## config.mk

```make
export PLATFORM = sky130hd
export DESIGN_NAME = gx4000_cart_reader_flat
export DESIGN_NICKNAME = d
export VERILOG_FILES = /design/src/rtl/gx4000_cart_reader_if.sv /design/src/rtl/gx4000_cart_reader.sv /design/src/flat_wrapper.sv
export SDC_FILE = /design/constraint.sdc
export NUM_CORES = 1
export LEC_CHECK = 0
export CORE_MARGIN = 2
export CORE_UTILIZATION = 50
export CTS_CLUSTER_SIZE = 20
export DETAILED_ROUTE_END_ITERATION = 10
export MAX_ROUTING_LAYER = met4
export PLACE_DENSITY = 0.85
export SYNTH_ARGS = -nofsm -noshare
export SYNTH_HDL_FRONTEND = slang
export SYNTH_SLANG_ARGS = --single-unit
```

## constraint.sdc

```tcl
create_clock -name clk_sys -period 3.31 [get_ports clk_sys]
set_input_delay 0.662 -clock clk_sys [delete_from_list [all_inputs] [get_ports clk_sys]]
set_output_delay 0.662 -clock clk_sys [all_outputs]
set_load 0.01 [all_outputs]
```

## src/rtl/gx4000_cart_reader_if.sv

```systemverilog
`default_nettype none
// ============================================================================
//  Module   : gx4000_cart_reader_if
//  Purpose  : CPU-bus and SDRAM-side signal bundle for gx4000_cart_reader.
//  Signals  : plus_mode, cpu_addr[15:0], cpu_data_in[7:0], cpu_io_wr,
//             cpu_mem_rd, cpu_data_out[7:0], cpu_wait, rom_hit,
//             asic_page_en, sd_addr[24:0], sd_rd, sd_ack, sd_dout[7:0],
//             fetch_err
//  Modports : slave  - the cartridge reader (drives ROM data, wait, SDRAM req)
//             master - the CPU / SDRAM side driving the reader
//  Revision : 1.0 - initial release
// ============================================================================
interface gx4000_cart_reader_if;
  logic        plus_mode;
  logic [15:0] cpu_addr;
  logic [7:0]  cpu_data_in;
  logic        cpu_io_wr;
  logic        cpu_mem_rd;
  logic [7:0]  cpu_data_out;
  logic        cpu_wait;
  logic        rom_hit;
  logic        asic_page_en;
  logic [24:0] sd_addr;
  logic        sd_rd;
  logic        sd_ack;
  logic [7:0]  sd_dout;
  logic        fetch_err;

  modport slave (
    input  plus_mode, cpu_addr, cpu_data_in, cpu_io_wr, cpu_mem_rd,
           sd_ack, sd_dout,
    output cpu_data_out, cpu_wait, rom_hit, asic_page_en,
           sd_addr, sd_rd, fetch_err
  );

  modport master (
    output plus_mode, cpu_addr, cpu_data_in, cpu_io_wr, cpu_mem_rd,
           sd_ack, sd_dout,
    input  cpu_data_out, cpu_wait, rom_hit, asic_page_en,
           sd_addr, sd_rd, fetch_err
  );
endinterface
`default_nettype wire

```

## src/rtl/gx4000_cart_reader.sv

```systemverilog
`default_nettype none
// ============================================================================
//  Module   : gx4000_cart_reader
//  Purpose  : Serves Z80 ROM-window reads from cartridge data held in SDRAM.
//             Tracks the Plus mapping registers (RMR, RMR2, upper-ROM select)
//             from CPU I/O writes, maps each ROM read to an SDRAM byte address,
//             runs a req/ack fetch and stalls the CPU until data is back.
//  Ports    : clk_sys - system clock
//             reset   - synchronous active-high reset
//             bus     - gx4000_cart_reader_if.slave (CPU bus + SDRAM request)
//  Params   : CART_BASE - SDRAM byte address of cartridge page 0
//             TIMEOUT   - cycles to wait for sd_ack before aborting (1..255)
//  Options  : GX4000_CART_HITCACHE_EN - one-entry cache of the last fetch
//  Revision : 1.0 - initial release
// ============================================================================
module gx4000_cart_reader #(
  parameter logic [24:0] CART_BASE = 25'h0,
  parameter int unsigned TIMEOUT   = 255
) (
  input  wire logic             clk_sys,
  input  wire logic             reset,
  gx4000_cart_reader_if.slave   bus
);

  localparam logic [7:0] TIMEOUT_C = 8'(TIMEOUT);

  typedef enum logic [1:0] {
    S_IDLE = 2'd0,
    S_REQ  = 2'd1,
    S_WAIT = 2'd2,
    S_DONE = 2'd3
  } state_t;

  state_t      state_q, state_d;
  logic [24:0] sd_addr_q, sd_addr_d;
  logic [7:0]  data_q, data_d;
  logic [7:0]  cnt_q, cnt_d;
  logic        err_q, err_d;

  logic        lower_dis_q, lower_dis_d;
  logic        upper_dis_q, upper_dis_d;
  logic [1:0]  loc_q, loc_d;
  logic [2:0]  lpage_q, lpage_d;
  logic [4:0]  upage_q, upage_d;

  // ---------------------------------------------------------------- I/O decode
  logic io_rmr, io_rmr2, io_upg, map_wr;

  assign io_rmr  = bus.cpu_io_wr && (bus.cpu_addr[15:8] == 8'h7F) &&
                   (bus.cpu_data_in[7:5] == 3'b100);
  assign io_rmr2 = bus.cpu_io_wr && (bus.cpu_addr[15:8] == 8'h7F) &&
                   (bus.cpu_data_in[7:5] == 3'b101) && bus.plus_mode;
  assign io_upg  = bus.cpu_io_wr && (bus.cpu_addr[15:8] == 8'hDF);
  assign map_wr  = io_rmr || io_rmr2 || io_upg;

  always_comb begin
    lower_dis_d = lower_dis_q;
    upper_dis_d = upper_dis_q;
    loc_d       = loc_q;
    lpage_d     = lpage_q;
    upage_d     = upage_q;
    if (io_rmr) begin
      lower_dis_d = bus.cpu_data_in[2];
      upper_dis_d = bus.cpu_data_in[3];
    end
    if (io_rmr2) begin
      loc_d   = bus.cpu_data_in[4:3];
      lpage_d = bus.cpu_data_in[2:0];
    end
    if (io_upg) begin
      // Bit 7 clear selects the default upper ROM (page 1).
      upage_d = bus.cpu_data_in[7] ? bus.cpu_data_in[4:0] : 5'd1;
    end
  end

  // ------------------------------------------------------------ window mapping
  // Outside Plus mode the stored RMR2 contents are masked so the lower ROM
  // falls back to page 0 at 0000-3FFF without losing the register values.
  logic [1:0]  eff_loc, lower_sel;
  logic [2:0]  eff_lpage;
  logic        lower_match, upper_match;
  logic [4:0]  page;
  logic [24:0] addr_calc;

  assign eff_loc   = bus.plus_mode ? loc_q   : 2'b00;
  assign eff_lpage = bus.plus_mode ? lpage_q : 3'b000;

  always_comb begin
    lower_sel = 2'b00;
    case (eff_loc)
      2'b01:   lower_sel = 2'b01;
      2'b10:   lower_sel = 2'b10;
      default: lower_sel = 2'b00;
    endcase
  end

  assign lower_match = !lower_dis_q && (bus.cpu_addr[15:14] == lower_sel);
  assign upper_match = !upper_dis_q && (bus.cpu_addr[15:14] == 2'b11);
  // Lower window has priority where both decode the same address.
  assign page        = lower_match ? {2'b00, eff_lpage} : upage_q;
  assign addr_calc   = CART_BASE + {6'd0, page, bus.cpu_addr[13:0]};

  assign bus.rom_hit      = bus.cpu_mem_rd && (lower_match || upper_match);
  assign bus.asic_page_en = (eff_loc == 2'b11);

  // ------------------------------------------------------------ fetch events
  logic fetch_ok, fetch_to, cache_hit;

  assign fetch_ok = (state_q == S_WAIT) && bus.sd_ack;
  assign fetch_to = (state_q == S_WAIT) && !bus.sd_ack &&
                    ((cnt_q + 8'd1) == TIMEOUT_C);

`ifdef GX4000_CART_HITCACHE_EN
  logic        cvalid_q, cvalid_d;
  logic [24:0] caddr_q, caddr_d;
  logic [7:0]  cdata_q, cdata_d;

  assign cache_hit = cvalid_q && (caddr_q == addr_calc);

  always_comb begin
    cvalid_d = cvalid_q;
    caddr_d  = caddr_q;
    cdata_d  = cdata_q;
    if (fetch_ok) begin
      cvalid_d = 1'b1;
      caddr_d  = sd_addr_q;
      cdata_d  = bus.sd_dout;
    end
    // A mapping change or an aborted fetch invalidates the entry, even if a
    // fill lands in the same cycle.
    if (map_wr || fetch_to) begin
      cvalid_d = 1'b0;
    end
  end

  always_ff @(posedge clk_sys) begin
    if (reset) begin
      cvalid_q <= 1'b0;
      caddr_q  <= '0;
      cdata_q  <= 8'hFF;
    end else begin
      cvalid_q <= cvalid_d;
      caddr_q  <= caddr_d;
      cdata_q  <= cdata_d;
    end
  end
`else
  assign cache_hit = 1'b0;
`endif

  // --------------------------------------------------------------------- FSM
  always_comb begin
    state_d   = state_q;
    sd_addr_d = sd_addr_q;
    data_d    = data_q;
    cnt_d     = cnt_q;
    err_d     = err_q;
    unique case (state_q)
      S_IDLE: begin
        if (bus.rom_hit) begin
          sd_addr_d = addr_calc;
          if (cache_hit) begin
`ifdef GX4000_CART_HITCACHE_EN
            data_d  = cdata_q;
`endif
            state_d = S_DONE;
          end else begin
            state_d = S_REQ;
          end
        end
      end
      S_REQ: begin
        cnt_d   = 8'd0;
        state_d = S_WAIT;
      end
      S_WAIT: begin
        if (fetch_ok) begin
          data_d  = bus.sd_dout;
          state_d = S_DONE;
        end else if (fetch_to) begin
          data_d  = 8'hFF;
          err_d   = 1'b1;
          state_d = S_DONE;
        end else begin
          cnt_d = cnt_q + 8'd1;
        end
      end
      S_DONE: begin
        // An aborted CPU cycle still finishes its fetch before returning here.
        if (!bus.cpu_mem_rd) state_d = S_IDLE;
      end
    endcase
  end

  always_ff @(posedge clk_sys) begin
    if (reset) begin
      state_q     <= S_IDLE;
      sd_addr_q   <= '0;
      data_q      <= 8'hFF;
      cnt_q       <= 8'd0;
      err_q       <= 1'b0;
      lower_dis_q <= 1'b0;
      upper_dis_q <= 1'b0;
      loc_q       <= 2'b00;
      lpage_q     <= 3'd0;
      upage_q     <= 5'd1;
    end else begin
      state_q     <= state_d;
      sd_addr_q   <= sd_addr_d;
      data_q      <= data_d;
      cnt_q       <= cnt_d;
      err_q       <= err_d;
      lower_dis_q <= lower_dis_d;
      upper_dis_q <= upper_dis_d;
      loc_q       <= loc_d;
      lpage_q     <= lpage_d;
      upage_q     <= upage_d;
    end
  end

  assign bus.sd_rd        = (state_q == S_REQ);
  assign bus.sd_addr      = sd_addr_q;
  assign bus.cpu_data_out = data_q;
  assign bus.fetch_err    = err_q;
  // Combinational so the stall reaches the CPU in the same cycle as the read.
  assign bus.cpu_wait     = bus.rom_hit && (state_q != S_DONE);

endmodule
`default_nettype wire

```

## src/flat_wrapper.sv

```systemverilog
// flat-port wrapper written by rule: the top's interface ports become plain ports
module gx4000_cart_reader_flat 
#(
  parameter logic [24:0] CART_BASE = 25'h0,
  parameter int unsigned TIMEOUT   = 255
)
  (clk_sys, reset, bus_plus_mode, bus_cpu_addr, bus_cpu_data_in, bus_cpu_io_wr, bus_cpu_mem_rd, bus_sd_ack, bus_sd_dout, bus_cpu_data_out, bus_cpu_wait, bus_rom_hit, bus_asic_page_en, bus_sd_addr, bus_sd_rd, bus_fetch_err);
  gx4000_cart_reader_if bus_i ();
  input  wire logic clk_sys;
  input  wire logic reset;
  input wire logic [$bits(bus_i.plus_mode)-1:0] bus_plus_mode;
  input wire logic [$bits(bus_i.cpu_addr)-1:0] bus_cpu_addr;
  input wire logic [$bits(bus_i.cpu_data_in)-1:0] bus_cpu_data_in;
  input wire logic [$bits(bus_i.cpu_io_wr)-1:0] bus_cpu_io_wr;
  input wire logic [$bits(bus_i.cpu_mem_rd)-1:0] bus_cpu_mem_rd;
  input wire logic [$bits(bus_i.sd_ack)-1:0] bus_sd_ack;
  input wire logic [$bits(bus_i.sd_dout)-1:0] bus_sd_dout;
  output wire logic [$bits(bus_i.cpu_data_out)-1:0] bus_cpu_data_out;
  output wire logic [$bits(bus_i.cpu_wait)-1:0] bus_cpu_wait;
  output wire logic [$bits(bus_i.rom_hit)-1:0] bus_rom_hit;
  output wire logic [$bits(bus_i.asic_page_en)-1:0] bus_asic_page_en;
  output wire logic [$bits(bus_i.sd_addr)-1:0] bus_sd_addr;
  output wire logic [$bits(bus_i.sd_rd)-1:0] bus_sd_rd;
  output wire logic [$bits(bus_i.fetch_err)-1:0] bus_fetch_err;
  assign bus_i.plus_mode = bus_plus_mode;
  assign bus_i.cpu_addr = bus_cpu_addr;
  assign bus_i.cpu_data_in = bus_cpu_data_in;
  assign bus_i.cpu_io_wr = bus_cpu_io_wr;
  assign bus_i.cpu_mem_rd = bus_cpu_mem_rd;
  assign bus_i.sd_ack = bus_sd_ack;
  assign bus_i.sd_dout = bus_sd_dout;
  assign bus_cpu_data_out = bus_i.cpu_data_out;
  assign bus_cpu_wait = bus_i.cpu_wait;
  assign bus_rom_hit = bus_i.rom_hit;
  assign bus_asic_page_en = bus_i.asic_page_en;
  assign bus_sd_addr = bus_i.sd_addr;
  assign bus_sd_rd = bus_i.sd_rd;
  assign bus_fetch_err = bus_i.fetch_err;
  gx4000_cart_reader #(.CART_BASE(CART_BASE), .TIMEOUT(TIMEOUT)) u_core (.clk_sys(clk_sys), .reset(reset), .bus(bus_i));
endmodule
```

### Yosys cells after proc, flatten, opt, wreduce, memory -nomap -nowiden

Cells that the tools add are included.

| cells by class | value |
|---|---|
| mux-type cells | 15 |
| bitwise operators | 1 |
| reductions and logical operators | 24 |
| eq/ne operators | 19 |
| add/sub/neg operators | 1 |

Operators by type and width:

| operator | number |
|---|---|
| two-way mux 8 bit | 4 |
| == test 8 bit, second input constant | 2 |
| case mux 8 bit (2 select lines) | 1 |
| logical AND 1 bit | 12 |
| == test 2 bit, second input constant | 5 |
| two-way mux 2 bit | 5 |
| two-way mux 5 bit | 2 |
| AND reduction 3 bit | 3 |
| adder 8 x 1 -> 8 bit, second input constant | 1 |
| == test 8 x 7 -> 1 bit, second input constant | 1 |
| != test 2 bit, second input constant | 4 |
| case mux 2 bit (4 select lines) | 1 |
| == test 3 bit, second input constant | 2 |
| == test 2 x 1 -> 1 bit, second input constant | 2 |
| case mux 2 bit (2 select lines) | 1 |
| AND reduction 2 bit | 2 |
| nonzero test 2 bit | 2 |
| logical NOT 1 bit | 3 |
| two-way mux 3 bit | 1 |
| != test 3 x 1 -> 1 bit, second input constant | 1 |
| == test 2 bit | 1 |
| logical NOT 2 bit | 1 |
| != test 2 x 1 -> 1 bit, second input constant | 1 |
| logical OR 1 bit | 1 |
| NOT 1 bit | 1 |

| word-level totals | value |
|---|---|
| logic and storage cells | 70 |
| register bits after elaboration | 50 |
| output and inout bits | 38 |
| input port bits | 38 |

### Longest topological paths before layout

Gate-level depths: netlist of the first run.

| depth | value |
|---|---|
| word-level depth | 9 |
| depth in mapped cells | 9 |
| mapped depth without buffers | 8 |

### Worst setup path after synthesis of the first run

No wires, ideal clock.

| timing | value |
|---|---|
| path kind | in2out |
| start | input bus_plus_mode |
| end | output bus_cpu_wait |
| required time | 2648 ps |
| cell stages on the path | 6 |
| arrival | 1484 ps |
| slack | 1164 ps |
| buffers on the path | 1 |
| cell sequence | buf_4 -> nand4b_4 -> o31ai_2 -> a21oi_2 -> nand2b_1 -> nor2_1 |

| on the way | value |
|---|---|
| longest elaborated chain between the ends | 8 |
| elaborated cells on any way between the ends | 9 |
| classes of those cells | eq/ne (3); mux (2); reduce/logical (4) |

Ends and longest elaborated chain:

| element | RTL line | source |
|---|---|---|
| from (decl) | flat_wrapper.sv:11 | `input wire logic [$bits(bus_i.plus_mode)-1:0] bus_plus_mode;` |
| two-way mux 2 bit * | gx4000_cart_reader.sv:85 | `assign eff_loc = bus.plus_mode ? loc_q : 2'b00;` |
| == test 2 bit or == test 2 x 1 -> 1 bit (tied branches) | gx4000_cart_reader.sv:90 | `case (eff_loc)` |
| case mux 2 bit (2 select lines) * | gx4000_cart_reader.sv:90 |  |
| == test 2 bit * | gx4000_cart_reader.sv:97 | `assign lower_match = !lower_dis_q && (bus.cpu_addr[15:14] == lower_sel);` |
| logical AND 1 bit * | gx4000_cart_reader.sv:97 |  |
| logical OR 1 bit * | gx4000_cart_reader.sv:103 | `assign bus.rom_hit = bus.cpu_mem_rd && (lower_match \|\| upper_match);` |
| logical AND 1 bit * | gx4000_cart_reader.sv:103 |  |
| logical AND 1 bit * | gx4000_cart_reader.sv:226 | `assign bus.cpu_wait = bus.rom_hit && (state_q != S_DONE);` |
| to (decl) | flat_wrapper.sv:19 | `output wire logic [$bits(bus_i.cpu_wait)-1:0] bus_cpu_wait;` |

Every way passes the cells marked *; elsewhere a longest branch is shown, timed or not.

### Final worst setup path of the first run

| timing | value |
|---|---|
| start | input bus_cpu_addr[15] |
| end | output bus_cpu_wait |

| on the way | value |
|---|---|
| longest elaborated chain between the ends | 5 |
| elaborated cells on any way between the ends | 7 |
| classes of those cells | eq/ne (2); reduce/logical (5) |

Ends and longest elaborated chain:

| element | RTL line | source |
|---|---|---|
| from (decl) | flat_wrapper.sv:12 | `input wire logic [$bits(bus_i.cpu_addr)-1:0] bus_cpu_addr;` |
| == test 2 bit, on equally long branches | gx4000_cart_reader.sv:97, gx4000_cart_reader.sv:98 |  |
| logical AND 1 bit, on equally long branches | gx4000_cart_reader.sv:97, gx4000_cart_reader.sv:98 |  |
| logical OR 1 bit * | gx4000_cart_reader.sv:103 |  |
| logical AND 1 bit * | gx4000_cart_reader.sv:103 |  |
| logical AND 1 bit * | gx4000_cart_reader.sv:226 |  |

Marks and branches as above.

==> flow_metrics.py, run 1 <==
metrics = {
    "floorplanning": {
        "die-area_um2": 5492,
        "floorplan.initialDensity_pct": 52.03,
        "die_y_um": 74.11,
        "dieWidth_um": 74.11,
        "ioPinCount": 76,
        "fp.coreArea_um2": 4723,
        "num_rows": 25,
    },
    "finish": {
        "utilization_of_the_core_after_routing_pct": 68.95,
        "areaGrowthSynthToFinish_pct": 32.54,
        "antennaDiodeCount": 0,
        "most_frequent_standard_cell_in_the_layout_excluding_fill_and_tap_cells": "clkdlybuf4s50_1",
        "most_frequent_cells_in_the_layout": "clkdlybuf4s50_1 (69), dfxtp_1 (50), nor2_1 (37), nand2_1 (37), mux2i_1 (21)",
        "layout-drive-gt1-share_pct": 6.761,
        "layout.nets": 400,
    },
    "pwr": {
        "power.static_leakage_nw": 1.186,
        "p_per_area_nw_per_um2": 464.3,
        "peakVddDrop_v": 0.0002936,
    },
    "worst_hold_path": {
        "min_delay_worst_endpoint": "u_core.upage_q[3]$_SDFFE_PP0P_",
        "hold_start": "u_core.upage_q[3]$_SDFFE_PP0P_",
        "min-delay-path-class": "reg2reg",
        "holdPathStages": 2,
    },
    "detailed_routing": {
        "num_vias": 2290,
        "drt_pass1_iterations": 4,
        "drt-wirelength-per-cell_um": 13.43,
        "drtAntennaViolNets": 0,
        "detailedRoute.firstIterationViolations": 160,
        "routed_vias_inst": 5.427,
        "detail_route.drc_violations": 0,
        "totalWireLength_mm": 5.667,
    },
    "sta": {
        "timing.max_slew.rel_slack_pct": 54.78,
        "tightestPinTransition_ns": 0.6732,
        "hold_viol": 0,
        "final-setup-viol-count": 0,
        "maxClockFrequency_mhz": 311.0,
        "timing.final.crit_share_pct": 97.13,
        "clock_skew_ns": 0.008811,
        "clock_period_minus_worst_slack_ns": 3.215,
        "finalMaxSlewViolations": 0,
        "finalSetupTns_ns": 0,
        "rsz_0062_raised_after_global_routing": "no",
    },
    "cts": {
        "worst_setup_hold_path_clk_slew_ns": 0.09,
        "clock_sink_count": 50,
        "clock_buffer_depth": 2,
        "cts_setup_buffers": 0,
        "ctsResizeCount": 0,
        "cts_tree": "yes",
        "tritoncts.num_buffers": 5,
        "h-tree-depth": 2,
        "cts_root_buffer": "clkbuf_8",
        "worstSkewPairLatency_ns": 0.30,
        "cts-hold-fix-buffers": 0,
    },
    "worst_setup_path": {
        "worst-path-max-fanout": 7,
        "cp_data_arrival_time_ns": 2.55,
        "crit_type": "in2out",
        "start_kind": "primary input",
        "depth_of_the_worst_register_to_register_path": 7,
        "worst_ep_required_time_ns": 2.65,
        "critical_path.reg2reg.startpoint": "u_core.cnt_q[1]$_SDFFE_PP0P_",
        "end_kind": "primary output",
        "reg2reg_setup_slack_ns": 1.20,
        "r2r_endpoint": "u_core.state_q[1]$_SDFFE_PP0P_",
    },
    "logic_synthesis": {
        "post_synth_inst_count": 289,
        "ys_types": 48,
        "ys_async_rst_share_pct": 0,
        "post_synth_main_area_contributors": "dfxtp_1 (41%), mux2i_1 (8.6%), nor2_1 (5.8%)",
        "synth.largest_area_cell": "dfxtp_1",
        "synth_edf_count": 0,
        "post_synth_instance_area_um2": 2457,
        "ys_seq_elements": 50,
        "synth.yosys.seq_area_share_pct": 40.73,
        "postSynthAreaPerCell_um2": 8.503,
        "ys.flop_type": "dfxtp_1",
        "synth-warning-count": 0,
        "yosys.area.top_type_share_pct": 40.73,
    },
    "place": {
        "buffer_ports.inserted": 69,
        "post-dp-hpwl_mm": 4.199,
        "routabilityCongestion": 0.8235,
    },
    "global_routing": {
        "grt.overflow.total": 0,
        "grtUsageTotal_pct": 22.18,
        "grt_antenna_before_repair": 0,
        "pin_count_of_the_biggest_net_entering_global_routing": 31,
        "global_route_wire_length_before_repair_mm": 9.321,
        "grt_pass1_vias": 2137,
    },
    "outcome": {
        "outcome": "finished, final reports clean",
    },
    "run": {
        "maxCapViolCount": 0,
    },
}
routing by layer:
layer | track usage [%] | wire (µm)
met1 | 26.64 | 2410
met2 | 37.20 | 2817
met3 | 5.556 | 366
met4 | 5.657 | 72
met5 | - | 0
critical path, stage by stage:
cell	delay, ns
clkdlybuf4s50_1	0.53
nand4b_4	0.23
o31ai_2	0.23
a21oi_2	0.10
nand2b_1	0.18
nor2_1	0.09
clkdlybuf4s50_1	0.53
through the flow:
step,cell area [µm²],worst slack [ns],hold slack (ns),cells,power (mW)
after floorplan,2476,1.164,0.4284,294,0.9819
after global placement,3173,0.1829,0.4374,415,1.170
after detailed placement,3173,0.09621,0.4468,415,1.180
after CTS,3257,0.08898,0.4592,422,1.526
after global routing,3257,0.001322,0.4878,422,1.612
final,3257,0.09495,0.4592,422,1.512
synthesized netlist by cell type (3+ instances only):
cell type / number
a21oi_1: 19
a311oi_1: 3
buf_4: 9
clkbuf_1: 9
dfxtp_1: 50
ha_1: 7
inv_1: 8
mux2i_1: 21
nand2_1: 37
nand2b_1: 3
nand3_1: 18
nand3b_1: 4
nand4_1: 3
nand4b_1: 4
nor2_1: 38
nor3_1: 7
nor3b_1: 3
o21ai_0: 6
or3_1: 4
cells by family after synthesis:
group	after synthesis	share of synthesized area, %
xor+xnor	1	0.3565
simple gates	136	28.21
mux	21	8.554
fa+ha+maj	7	3.564
flops	50	40.73
compound gates	45	12.42
buf+inv	28	6.008
other cells	1	0.1526
power breakdown:
part | internal (mW) | total [mW] | switching (mW)
Clock | 0.145 | 0.344 | 0.199
Combinational | 0.232 | 0.484 | 0.251
Sequential | 0.654 | 0.685 | 0.0308
sequential cells by signal, indices dropped and copies added, names as in the netlist:
signal,flops
u_core.upage_q,5
u_core.bus.sd_addr,19
u_core.cnt_q,8
u_core.lpage_q,3
u_core.loc_q,2
u_core.bus.fetch_err,1
u_core.bus.cpu_data_out,8
u_core.upper_dis_q,1
u_core.state_q,2
u_core.lower_dis_q,1
worst max-delay path by stage:
stage	start	to	cells past startpoint
detailed placement	bus_cpu_addr[15]	bus_cpu_wait	7
global placement	bus_cpu_addr[15]	bus_cpu_wait	7
floorplan	bus_plus_mode	bus_cpu_wait	6
CTS	bus_cpu_addr[15]	bus_cpu_wait	7
finish	bus_cpu_addr[15]	bus_cpu_wait	7
global route	bus_cpu_addr[15]	bus_cpu_wait	7
layout make-up:
class / count / area (µm²)
Tap cell: 67 / 83.83
Inverter: 8 / 30.03
Clock buffer: 5 / 68.82
Sequential cell: 50 / 1001
Multi-Input combinational cell: 216 / 1330
Clock inverter: 2 / 15.01
Timing Repair Buffer: 74 / 728.2
Fill cell: 408 / 1466
No activity file was read; power rests on OpenSTA's default activity.
==> run 2, diff against run 1 <==
--- a/config.mk
+++ b/config.mk
@@ -7,6 +7,7 @@
 export LEC_CHECK = 0
 export CORE_MARGIN = 2
 export CORE_UTILIZATION = 50
+export CTS_BUF_LIST = sky130_fd_sc_hd__clkbuf_8 sky130_fd_sc_hd__clkbuf_16
 export CTS_CLUSTER_SIZE = 20
 export DETAILED_ROUTE_END_ITERATION = 10
 export MAX_ROUTING_LAYER = met4
==> results of run 2 <==
The final DEF is identical to that of run 1; final timing and power are the same.
==> run 3, diff against run 2 <==
--- a/config.mk
+++ b/config.mk
@@ -8,7 +8,6 @@
 export CORE_MARGIN = 2
 export CORE_UTILIZATION = 50
 export CTS_BUF_LIST = sky130_fd_sc_hd__clkbuf_8 sky130_fd_sc_hd__clkbuf_16
-export CTS_CLUSTER_SIZE = 20
 export DETAILED_ROUTE_END_ITERATION = 10
 export MAX_ROUTING_LAYER = met4
 export PLACE_DENSITY = 0.85
==> results of run 3 <==
The final DEF is identical to that of run 1; final timing and power are the same.
